--- src/rtl/char_writer_pkg.sv ---
// Shared constants, command/state encodings and nibble helper for char_writer.
// Latency: none (declarations only).
// Backpressure: n/a.
package char_writer_pkg;

    // ASCII bases used by the hex converter and the screen clear
    localparam logic [7:0] ASCII_BLANK   = 8'h20;
    localparam logic [7:0] ASCII_ZERO    = 8'h30;
    localparam logic [7:0] ASCII_UPPER_A = 8'h41;
    localparam logic [7:0] ASCII_LOWER_A = 8'h61;

    // Number of characters printed for one 32-bit word
    localparam int HEX_DIGITS = 8;

    typedef enum logic [1:0] {
        CMD_HEX32 = 2'd0,
        CMD_CHAR  = 2'd1,
        CMD_CLEAR = 2'd2,
        CMD_RSVD  = 2'd3
    } cmd_e;

    typedef enum logic [1:0] {
        ST_IDLE  = 2'd0,
        ST_HEX   = 2'd1,
        ST_CHAR  = 2'd2,
        ST_CLEAR = 2'd3
    } state_e;

    // Nibble idx of a word, counted from the most significant end (idx 0 = [31:28])
    function automatic logic [3:0] nibble_at(input logic [31:0] word, input logic [2:0] idx);
        logic [31:0] shifted;
        shifted = word << {idx, 2'b00};
        return shifted[31:28];
    endfunction

endpackage

--- src/rtl/char_writer_if.sv ---
// Command handshake plus character-buffer write port of char_writer.
// Latency: none (wiring only).
// Backpressure: req_valid/req_ready; the write port has no backpressure.
interface char_writer_if #(
    parameter int ADDR_W = 6
);
    logic              req_valid;
    logic              req_ready;
    logic [1:0]        req_cmd;
    logic [ADDR_W-1:0] req_addr;
    logic [31:0]       req_data;
    logic              we;
    logic [ADDR_W-1:0] wr_addr;
    logic [7:0]        wr_data;
    logic              busy;

    // Command producer: issues requests and observes the buffer write port
    modport master (
        output req_valid, req_cmd, req_addr, req_data,
        input  req_ready, busy, we, wr_addr, wr_data
    );

    // char_writer side: takes commands and drives the buffer write port
    modport slave (
        input  req_valid, req_cmd, req_addr, req_data,
        output req_ready, busy, we, wr_addr, wr_data
    );
endinterface

--- src/rtl/char_writer_nib2ascii.sv ---
// Converts one 4-bit nibble into its ASCII hex digit.
// Latency: purely combinational.
// Backpressure: none.
import char_writer_pkg::*;

module nib2ascii #(
    parameter bit UPPER_HEX = 1'b1
) (
    input  logic [3:0] nib_i,
    output logic [7:0] ascii_o
);

    localparam logic [7:0] ALPHA_BASE = UPPER_HEX ? ASCII_UPPER_A : ASCII_LOWER_A;

    // 0-9 map onto '0'.., 10-15 onto 'A'.. or 'a'..
    always_comb begin
        ascii_o = ASCII_ZERO + {4'h0, nib_i};
        if (nib_i > 4'd9) begin
            ascii_o = ALPHA_BASE + {4'h0, nib_i} - 8'd10;
        end
    end

endmodule

--- src/rtl/char_writer.sv ---
// Serialises HEX32/CHAR/CLEAR commands into one-character-per-cycle buffer writes.
// Latency: first write visible the cycle after acceptance; HEX32 8, CHAR 1, CLEAR 64 writes.
// Backpressure: req_ready low from acceptance until the cycle after the last write; nothing queued.
import char_writer_pkg::*;

module char_writer #(
    parameter int         ADDR_W     = 6,
    parameter logic [7:0] BLANK_CHAR = ASCII_BLANK,
    parameter bit         UPPER_HEX  = 1'b1
) (
    input  logic         clk,
    input  logic         rst,
    char_writer_if.slave bus
);

    localparam logic [ADDR_W-1:0] ONE = {{(ADDR_W-1){1'b0}}, 1'b1};

    state_e            state_q, state_d;
    logic [ADDR_W-1:0] cnt_q, cnt_d;
    logic [ADDR_W-1:0] addr_q, addr_d;
    logic [31:0]       data_q, data_d;
    logic              we_q, we_d;
    logic [ADDR_W-1:0] wr_addr_q, wr_addr_d;
    logic [7:0]        wr_data_q, wr_data_d;
    logic              ready_q, ready_d;
    logic              busy_q, busy_d;

    logic              accept;
    logic [2:0]        next_idx;
    logic [3:0]        nib;
    logic [7:0]        nib_ascii;

    assign accept   = bus.req_valid && ready_q;
    assign next_idx = cnt_q[2:0] + 3'd1;

    // In IDLE the first digit comes straight from the request; afterwards from the latched word
    assign nib = (state_q == ST_IDLE) ? bus.req_data[31:28] : nibble_at(data_q, next_idx);

    nib2ascii #(
        .UPPER_HEX (UPPER_HEX)
    ) u_nib2ascii (
        .nib_i   (nib),
        .ascii_o (nib_ascii)
    );

    // Next state and next registered outputs; each state describes the write shown this cycle
    always_comb begin
        state_d   = state_q;
        cnt_d     = cnt_q;
        addr_d    = addr_q;
        data_d    = data_q;
        we_d      = 1'b0;
        wr_addr_d = wr_addr_q;
        wr_data_d = wr_data_q;
        ready_d   = 1'b0;

        case (state_q)
            ST_IDLE: begin
                ready_d = 1'b1;
                if (accept) begin
                    ready_d = 1'b0;
                    addr_d  = bus.req_addr;
                    data_d  = bus.req_data;
                    cnt_d   = '0;
                    case (cmd_e'(bus.req_cmd))
                        CMD_HEX32: begin
                            state_d   = ST_HEX;
                            we_d      = 1'b1;
                            wr_addr_d = bus.req_addr;
                            wr_data_d = nib_ascii;
                        end
                        CMD_CHAR: begin
                            state_d   = ST_CHAR;
                            we_d      = 1'b1;
                            wr_addr_d = bus.req_addr;
                            wr_data_d = bus.req_data[7:0];
                        end
                        CMD_CLEAR: begin
                            state_d   = ST_CLEAR;
                            we_d      = 1'b1;
                            wr_addr_d = '0;
                            wr_data_d = BLANK_CHAR;
                        end
                        // Reserved: swallow it, one not-ready cycle, no write
                        default: ;
                    endcase
                end
            end
            ST_HEX: begin
                if (cnt_q[2:0] == 3'(HEX_DIGITS - 1)) begin
                    state_d = ST_IDLE;
                    ready_d = 1'b1;
                end else begin
                    cnt_d     = cnt_q + ONE;
                    we_d      = 1'b1;
                    wr_addr_d = addr_q + cnt_q + ONE;
                    wr_data_d = nib_ascii;
                end
            end
            ST_CHAR: begin
                state_d = ST_IDLE;
                ready_d = 1'b1;
            end
            ST_CLEAR: begin
                if (&cnt_q) begin
                    state_d = ST_IDLE;
                    ready_d = 1'b1;
                end else begin
                    cnt_d     = cnt_q + ONE;
                    we_d      = 1'b1;
                    wr_addr_d = cnt_q + ONE;
                    wr_data_d = BLANK_CHAR;
                end
            end
            default: begin
                state_d = ST_IDLE;
                ready_d = 1'b1;
            end
        endcase

        busy_d = ~ready_d;
    end

    // State and output registers; reset abandons any command in progress
    always_ff @(posedge clk) begin
        if (rst) begin
            state_q   <= ST_IDLE;
            cnt_q     <= '0;
            addr_q    <= '0;
            data_q    <= '0;
            we_q      <= 1'b0;
            wr_addr_q <= '0;
            wr_data_q <= '0;
            ready_q   <= 1'b1;
            busy_q    <= 1'b0;
        end else begin
            state_q   <= state_d;
            cnt_q     <= cnt_d;
            addr_q    <= addr_d;
            data_q    <= data_d;
            we_q      <= we_d;
            wr_addr_q <= wr_addr_d;
            wr_data_q <= wr_data_d;
            ready_q   <= ready_d;
            busy_q    <= busy_d;
        end
    end

    assign bus.req_ready = ready_q;
    assign bus.busy      = busy_q;
    assign bus.we        = we_q;
    assign bus.wr_addr   = wr_addr_q;
    assign bus.wr_data   = wr_data_q;

endmodule

--- src/flat_wrapper.sv ---
// flat-port wrapper written by rule: the top's interface ports become plain ports
module char_writer_flat 
#(
    parameter int         ADDR_W     = 6,
    parameter logic [7:0] BLANK_CHAR = ASCII_BLANK,
    parameter bit         UPPER_HEX  = 1'b1
)
  (clk, rst, bus_req_valid, bus_req_cmd, bus_req_addr, bus_req_data, bus_req_ready, bus_busy, bus_we, bus_wr_addr, bus_wr_data);
  char_writer_if #(.ADDR_W(ADDR_W)) bus_i ();
  input  logic clk;
  input  logic rst;
  input wire logic [$bits(bus_i.req_valid)-1:0] bus_req_valid;
  input wire logic [$bits(bus_i.req_cmd)-1:0] bus_req_cmd;
  input wire logic [$bits(bus_i.req_addr)-1:0] bus_req_addr;
  input wire logic [$bits(bus_i.req_data)-1:0] bus_req_data;
  output wire logic [$bits(bus_i.req_ready)-1:0] bus_req_ready;
  output wire logic [$bits(bus_i.busy)-1:0] bus_busy;
  output wire logic [$bits(bus_i.we)-1:0] bus_we;
  output wire logic [$bits(bus_i.wr_addr)-1:0] bus_wr_addr;
  output wire logic [$bits(bus_i.wr_data)-1:0] bus_wr_data;
  assign bus_i.req_valid = bus_req_valid;
  assign bus_i.req_cmd = bus_req_cmd;
  assign bus_i.req_addr = bus_req_addr;
  assign bus_i.req_data = bus_req_data;
  assign bus_req_ready = bus_i.req_ready;
  assign bus_busy = bus_i.busy;
  assign bus_we = bus_i.we;
  assign bus_wr_addr = bus_i.wr_addr;
  assign bus_wr_data = bus_i.wr_data;
  char_writer #(.ADDR_W(ADDR_W), .BLANK_CHAR(BLANK_CHAR), .UPPER_HEX(UPPER_HEX)) u_core (.clk(clk), .rst(rst), .bus(bus_i));
endmodule
--- config.mk ---
export PLATFORM = sky130hd
export DESIGN_NAME = char_writer_flat
export DESIGN_NICKNAME = d
export VERILOG_FILES = /design/src/rtl/char_writer_pkg.sv /design/src/rtl/char_writer_if.sv /design/src/rtl/char_writer_nib2ascii.sv /design/src/rtl/char_writer.sv /design/src/flat_wrapper.sv
export SDC_FILE = /design/constraint.sdc
export NUM_CORES = 1
export LEC_CHECK = 0
export ABC_AREA = 0
export CAP_MARGIN = 20
export CORE_UTILIZATION = 25
export CTS_CLUSTER_DIAMETER = 150
export DETAILED_ROUTE_END_ITERATION = 6
export GPL_TIMING_DRIVEN = 0
export SKIP_LAST_GASP = 1
export SYNTH_ARGS = -nofsm -noshare
export SYNTH_HDL_FRONTEND = slang
export SYNTH_SLANG_ARGS = --single-unit
--- constraint.sdc ---
create_clock -name clk -period 4.3 [get_ports clk]
set_input_delay 0.86 -clock clk [delete_from_list [all_inputs] [get_ports clk]]
set_output_delay 0.86 -clock clk [all_outputs]
set_load 0.1 [all_outputs]
; ---- Yosys cells after proc, flatten, opt, wreduce, memory -nomap -nowiden
; Cells that the tools add are included.
[totals]
ff_bits = 63
inputBits = 43
output_inout_bits = 17
elab_cells = 73
[op_classes]
n_addsub = 7
order_cmp = 1
eq_ne = 13
shift = 1
n_mux = 29
n_bitwise = 1
reduce_logical = 12
[ops]
columns = op, count
row1 = one-hot mux 8 bit (3 select lines), 2
row2 = one-hot mux 6 bit (3 select lines), 2
row3 = two-way mux 8 bit, 4
row4 = << shifter 32 x 5 -> 32 bit, 1
row5 = two-way mux 6 bit, 5
row6 = adder 6 x 1 -> 6 bit (second input constant), 2
row7 = one-hot mux 6 bit (2 select lines), 1
row8 = AND reduction 5 bit, 2
row9 = adder 7 x 4 -> 8 bit (first input constant), 1
row10 = one-hot mux 2 bit (4 select lines), 1
row11 = AND reduction 4 bit, 2
row12 = subtractor 8 x 4 -> 8 bit (second input constant), 1
row13 = adder 6 x 4 -> 7 bit (first input constant), 1
row14 = two-way mux 1 bit, 7
row15 = adder 6 bit, 1
row16 = == test 2 bit (second input constant), 3
row17 = two-way mux 2 bit, 3
row18 = inequality test 2 x 1 -> 1 bit (second input constant), 3
row19 = one-hot mux 2 bit (3 select lines), 1
row20 = AND reduction 6 bit, 1
row21 = == test 2 x 1 -> 1 bit (second input constant), 2
row22 = > comparator 4 bit (second input constant), 1
row23 = zero test 2 bit, 2
row24 = two-way mux 4 bit, 1
row25 = 13 further kinds, 14

; ---- Logic depth before layout (Yosys ltp)
[depth]
ltp_word = 9
depth_mapped = 11

; ---- Modules after synthesis
; From an unflattened synthesis, not the netlist that was laid out.
[hier_totals]
hier_cells = 406
hier_area_um2 = 3354.5
[modules_own_cells]
columns = module, instances, cells_per_inst, area_each_um2, seq_area_each_um2
row1 = char_writer, 1, 391, 3234.4, 1261.2
row2 = nib2ascii, 1, 15, 120.1, 0.0

; ---- Least setup slack after synthesis
; No wires, ideal clock.
[synth_timing]
path_kind = reg-to-reg
from = register u_core.cnt_q[1]
to = register u_core.wr_data_q[0] (netlist: u_core.bus.wr_data[0])
setup_ns = 0.062
t_arrival_ns = 2.774
t_required_ns = 4.238
path_slack_ns = 1.464
path_stages_with_launch = 12
path_buffers = 1
period_less_slack_ns = 2.836
cell_sequence = dfxtp_1 > ha_1 > ha_1 > buf_2 > mux4_2 > o21ai_1 > inv_1 > ha_1 > nor2_1 > o21ai_2 > or3_1 > nand3_1
[synth_between]
elab_chain_cells = 9
elab_cells_between_ends = 17
[synth_rtl]
columns = item, line
row1 = start: declaration, char_writer.sv:19  ; logic [ADDR_W-1:0] cnt_q, cnt_d;
row2 = start signal: assignment, char_writer.sv:138  ; cnt_q <= cnt_d;
row3 = adder 3 x 1 -> 3 bit, char_writer.sv:34  ; assign next_idx = cnt_q[2:0] + 3'd1;
row4 = << shifter 32 x 5 -> 32 bit, char_writer_pkg.sv:32  ; shifted = word << {idx, 2'b00};
row5 = two-way mux 4 bit, char_writer.sv:37  ; assign nib = (state_q == ST_IDLE) ? bus.req_data[31:28] : nibble_at(data_q, next_idx);
row6 = adder 7 x 4 -> 8 bit, char_writer_nib2ascii.sv:19  ; ascii_o = ALPHA_BASE + {4'h0, nib_i} - 8'd10;
row7 = subtractor 8 x 4 -> 8 bit, char_writer_nib2ascii.sv:19
row8 = two-way mux 8 bit, char_writer_nib2ascii.sv:18  ; if (nib_i > 4'd9) begin
row9 = one-hot mux 8 bit (3 select lines), char_writer.sv:65  ; case (cmd_e'(bus.req_cmd))
row10 = two-way mux 8 bit, char_writer.sv:60  ; if (accept) begin
row11 = one-hot mux 8 bit (3 select lines), char_writer.sv:57  ; case (state_q)
row12 = end signal: assignment, char_writer.sv:143  ; wr_data_q <= wr_data_d;
row13 = end: declaration, char_writer.sv:24  ; logic [7:0] wr_data_q, wr_data_d;
; Several ways; a longest one is shown, not always the timed one. The select of a mux whose other input is x is not followed.
; A chain may end at the register's enable or synchronous reset.

; ---- Worst setup path after layout
; Same ends and word-level chain as after synthesis.

==> metrics.txt <==
final cell count without fillers 650; Routed WL 9713 um; first-pass iteration count of the detailed router 4; share of post-route cells with drive strength above 1 0.07741; Pleak 0.001664 uW; WP buf/inv 2; die height 116.3 um; fin crit share 0.7612; port bufs 59; switching part of the total power 0.3249; #FFs+latches synth 63; WP data arrival 3550 ps; min cycle time layout 3273 ps; routability congestion estimate 0.8520; count of cell types in the netlist 53; wire length per cell 14.94 um; sequential cell area 0.001261 mm2; overall power 2067 uW; CTS tree done; met3 Use GR 0.02802; register area share after synthesis 0.3862; Clock transition at path regs 60 ps; PwrDens 466.8 mW/mm2; vias in the first global route 3153; area grow syn2layout 35.56%; met2 GRT Util 0.2655; Syn Area/Cell 8.103 um2; diode count 0; DIE WIDTH 116.3 um; final cell utilization of the core 0.3494; H-tree Lvls 3; Layout Nets 530; Yosys top cell area share 0.3862; GRT Total Usage 0.1529; grt ovf 0; residual DRC count 0; crit end category flop; Worst Path Required 4580 ps; met1 Use GR 0.1870; worst-path maximum fanout 8; crit path launch type flop; grt peak-use layer met2; worst slew pin tran 978.7 ps; Clock Latency Late Sink 340 ps; DR vias 3113; Setup TNS 0 ps; post-CTS setup buffer count 0; die area 0.01352 mm2; clock sink total 63; Seq pwr share 0.324; Clock Skew 7.139 ps; Placed Instance Area 0.004071 mm2; hold-fix buffers at CTS 0; Core ar. 0.01267 mm2; Initial Utilization 0.2577; Worst path max stage delay 520 ps; fmax 305.5 MHz; syn_nets 460; initial antenna violation count 0; Int Pwr 1395 uW; clock network power share 0.418; CP delay by family, top adder cells; Filler Cell Count 1342; Final Hold Viols 0; synth top area cells dfxtp_1, nand2_1, a21oi_1; commonest non-fill, non-tap cell in the layout nand2_1; critical path class reg -> reg; outcome finished clean; Gate Count Post-Synth 403; net switching power 671.5 uW; IO Count 60; final setup fails 0; commonest non-fill, non-tap cells in the layout nand2_1, dfxtp_1, clkdlybuf4s50_1; Multi-input gate area 0.001836 mm2; Synth Cell Area 0.003266 mm2; Iteration-0 DRC Markers 214; Final Instance Area 0.004427 mm2; Pins Over Slew Limit 0; # rows 41; first-pass GRT wire length 15660 um; synth warn 0; HPWL after DPL 7406 um; Inst Count DP 634; worst-path cell chain ha_1, ha_1, buf_2, mux4_2, o21ai_1, inv_1, ha_1, nor2_1, o21ai_2, or3_1, nand3_1; Hold Path Class reg -> reg; vias per cell 4.789; CP max-delay cell mux4_2; CTS Buf Count 9; Final ANT Viol Nets 0; largest net degree at the start of global routing 13; Most common cell on crit path ha_1; worst relative slew slack 0.3455; Synth area leader dfxtp_1; CTS resizes 0; clock tree buffer depth 2; Combinational Power Share 0.258; CTS root buffer clkbuf_16; Max Cap Violations 0; RSZ-0062 raised after global routing no; Max rail drop VDD 0.2090 mV
==> sequential cells by signal, indices dropped and copies added (netlist names) <==
| signal | count |
|---|---|
| u_core.bus.busy | 1 |
| u_core.data_q | 32 |
| u_core.cnt_q | 6 |
| u_core.bus.req_ready | 1 |
| u_core.bus.wr_addr | 6 |
| u_core.bus.wr_data | 8 |
| u_core.addr_q | 6 |
| u_core.state_q | 2 |
| u_core.bus.we | 1 |
==> area by class of cell <==
type / count / share of cell area
plain buffers: 26 / 0.02798
clock buffers: 10 / 0.05399
clock inverters: 6 / 0.02629
inverters: 12 / 0.01018
multi-input cells: 302 / 0.4146
flip-flops and latches: 63 / 0.2849
well taps: 172 / 0.04861
repair buffers: 59 / 0.1334
==> per-stage QoR <==
stage / hold slack (ps) / setup slack, ps
3_5_place_dp: 446.8 / 1006
2_1_floorplan: 431.8 / 1464
3_3_place_gp: 438.4 / 1039
6_report: 454.6 / 1027
4_1_cts: 455.1 / 999.6
5_1_grt: 469.4 / 822.9
==> synthesized netlist by cell type, drive strengths merged <==
cell type and n:
or4 1, xor2 2, a221oi 2, buf 11
dfxtp 63, or3 4, o31ai 1, clkbuf 15
a31oi 4, o21ai 14, a41o 1, nand3b 1
xnor2 4, mux2i 14, mux4 4, nor3 5
nand2 92, o22ai 2, o41ai 2, nand3 9
ha 13, nor2b 6, o21a 2, nor2 22
and2 2, mux2 2, nor3b 2, o2111a 1
o211ai 5, and3 8, a32oi 1, a21o 3
a2111oi 1, a22oi 3, o221ai 1, fa 1
a21oi 58, inv 12, a221o 1, and4 1
a211oi 5, o2111ai 1, nor4 1
==> tightest hold or removal path, delay by kind of cell (launching register included) <==
family,cells,cell delay (ps)
compound gates,1,50
flops,1,310
simple gates,1,50
==> routing by layer <==
layer	vias up	wire [um]
met3	15	502
met1	1457	4347
li1	1552	-
met5	-	0
met2	89	4687
met4	0	176
==> cell families after synthesis <==
logic type | Yosys count | synth area share
buffers and inverters | 38 | 0.05172
and+or+nand+nor | 154 | 0.2061
xor gates and xnor gates | 6 | 0.01609
DFF | 63 | 0.3862
muxes | 20 | 0.07739
adders and majority gates | 14 | 0.05594
AOI/OAI and AO/OA | 108 | 0.2065
==> power groups by stage <==
stage | logic, uW | registers (uW) | clock network [uW]
6_report | 533 | 669 | 864
2_1_floorplan | 218 | 832 | 0
4_1_cts | 534 | 670 | 877
3_5_place_dp | 531 | 682 | 0
5_1_grt | 571 | 677 | 906
3_3_place_gp | 524 | 680 | 0
==> path summary, 6_finish.rpt <==
kind,slack (ps),startpoint,to,cells past startpoint
worst max-delay path,1030,u_core.cnt_q[1],u_core.bus.wr_data[0],11
worst min-delay path,450,u_core.addr_q[0],u_core.addr_q[0],2
worst max register to register,1030,u_core.cnt_q[1],u_core.bus.wr_data[0],11
worst min register to register,450,u_core.addr_q[0],u_core.addr_q[0],2
No activity file was read; power rests on OpenSTA's default activity.
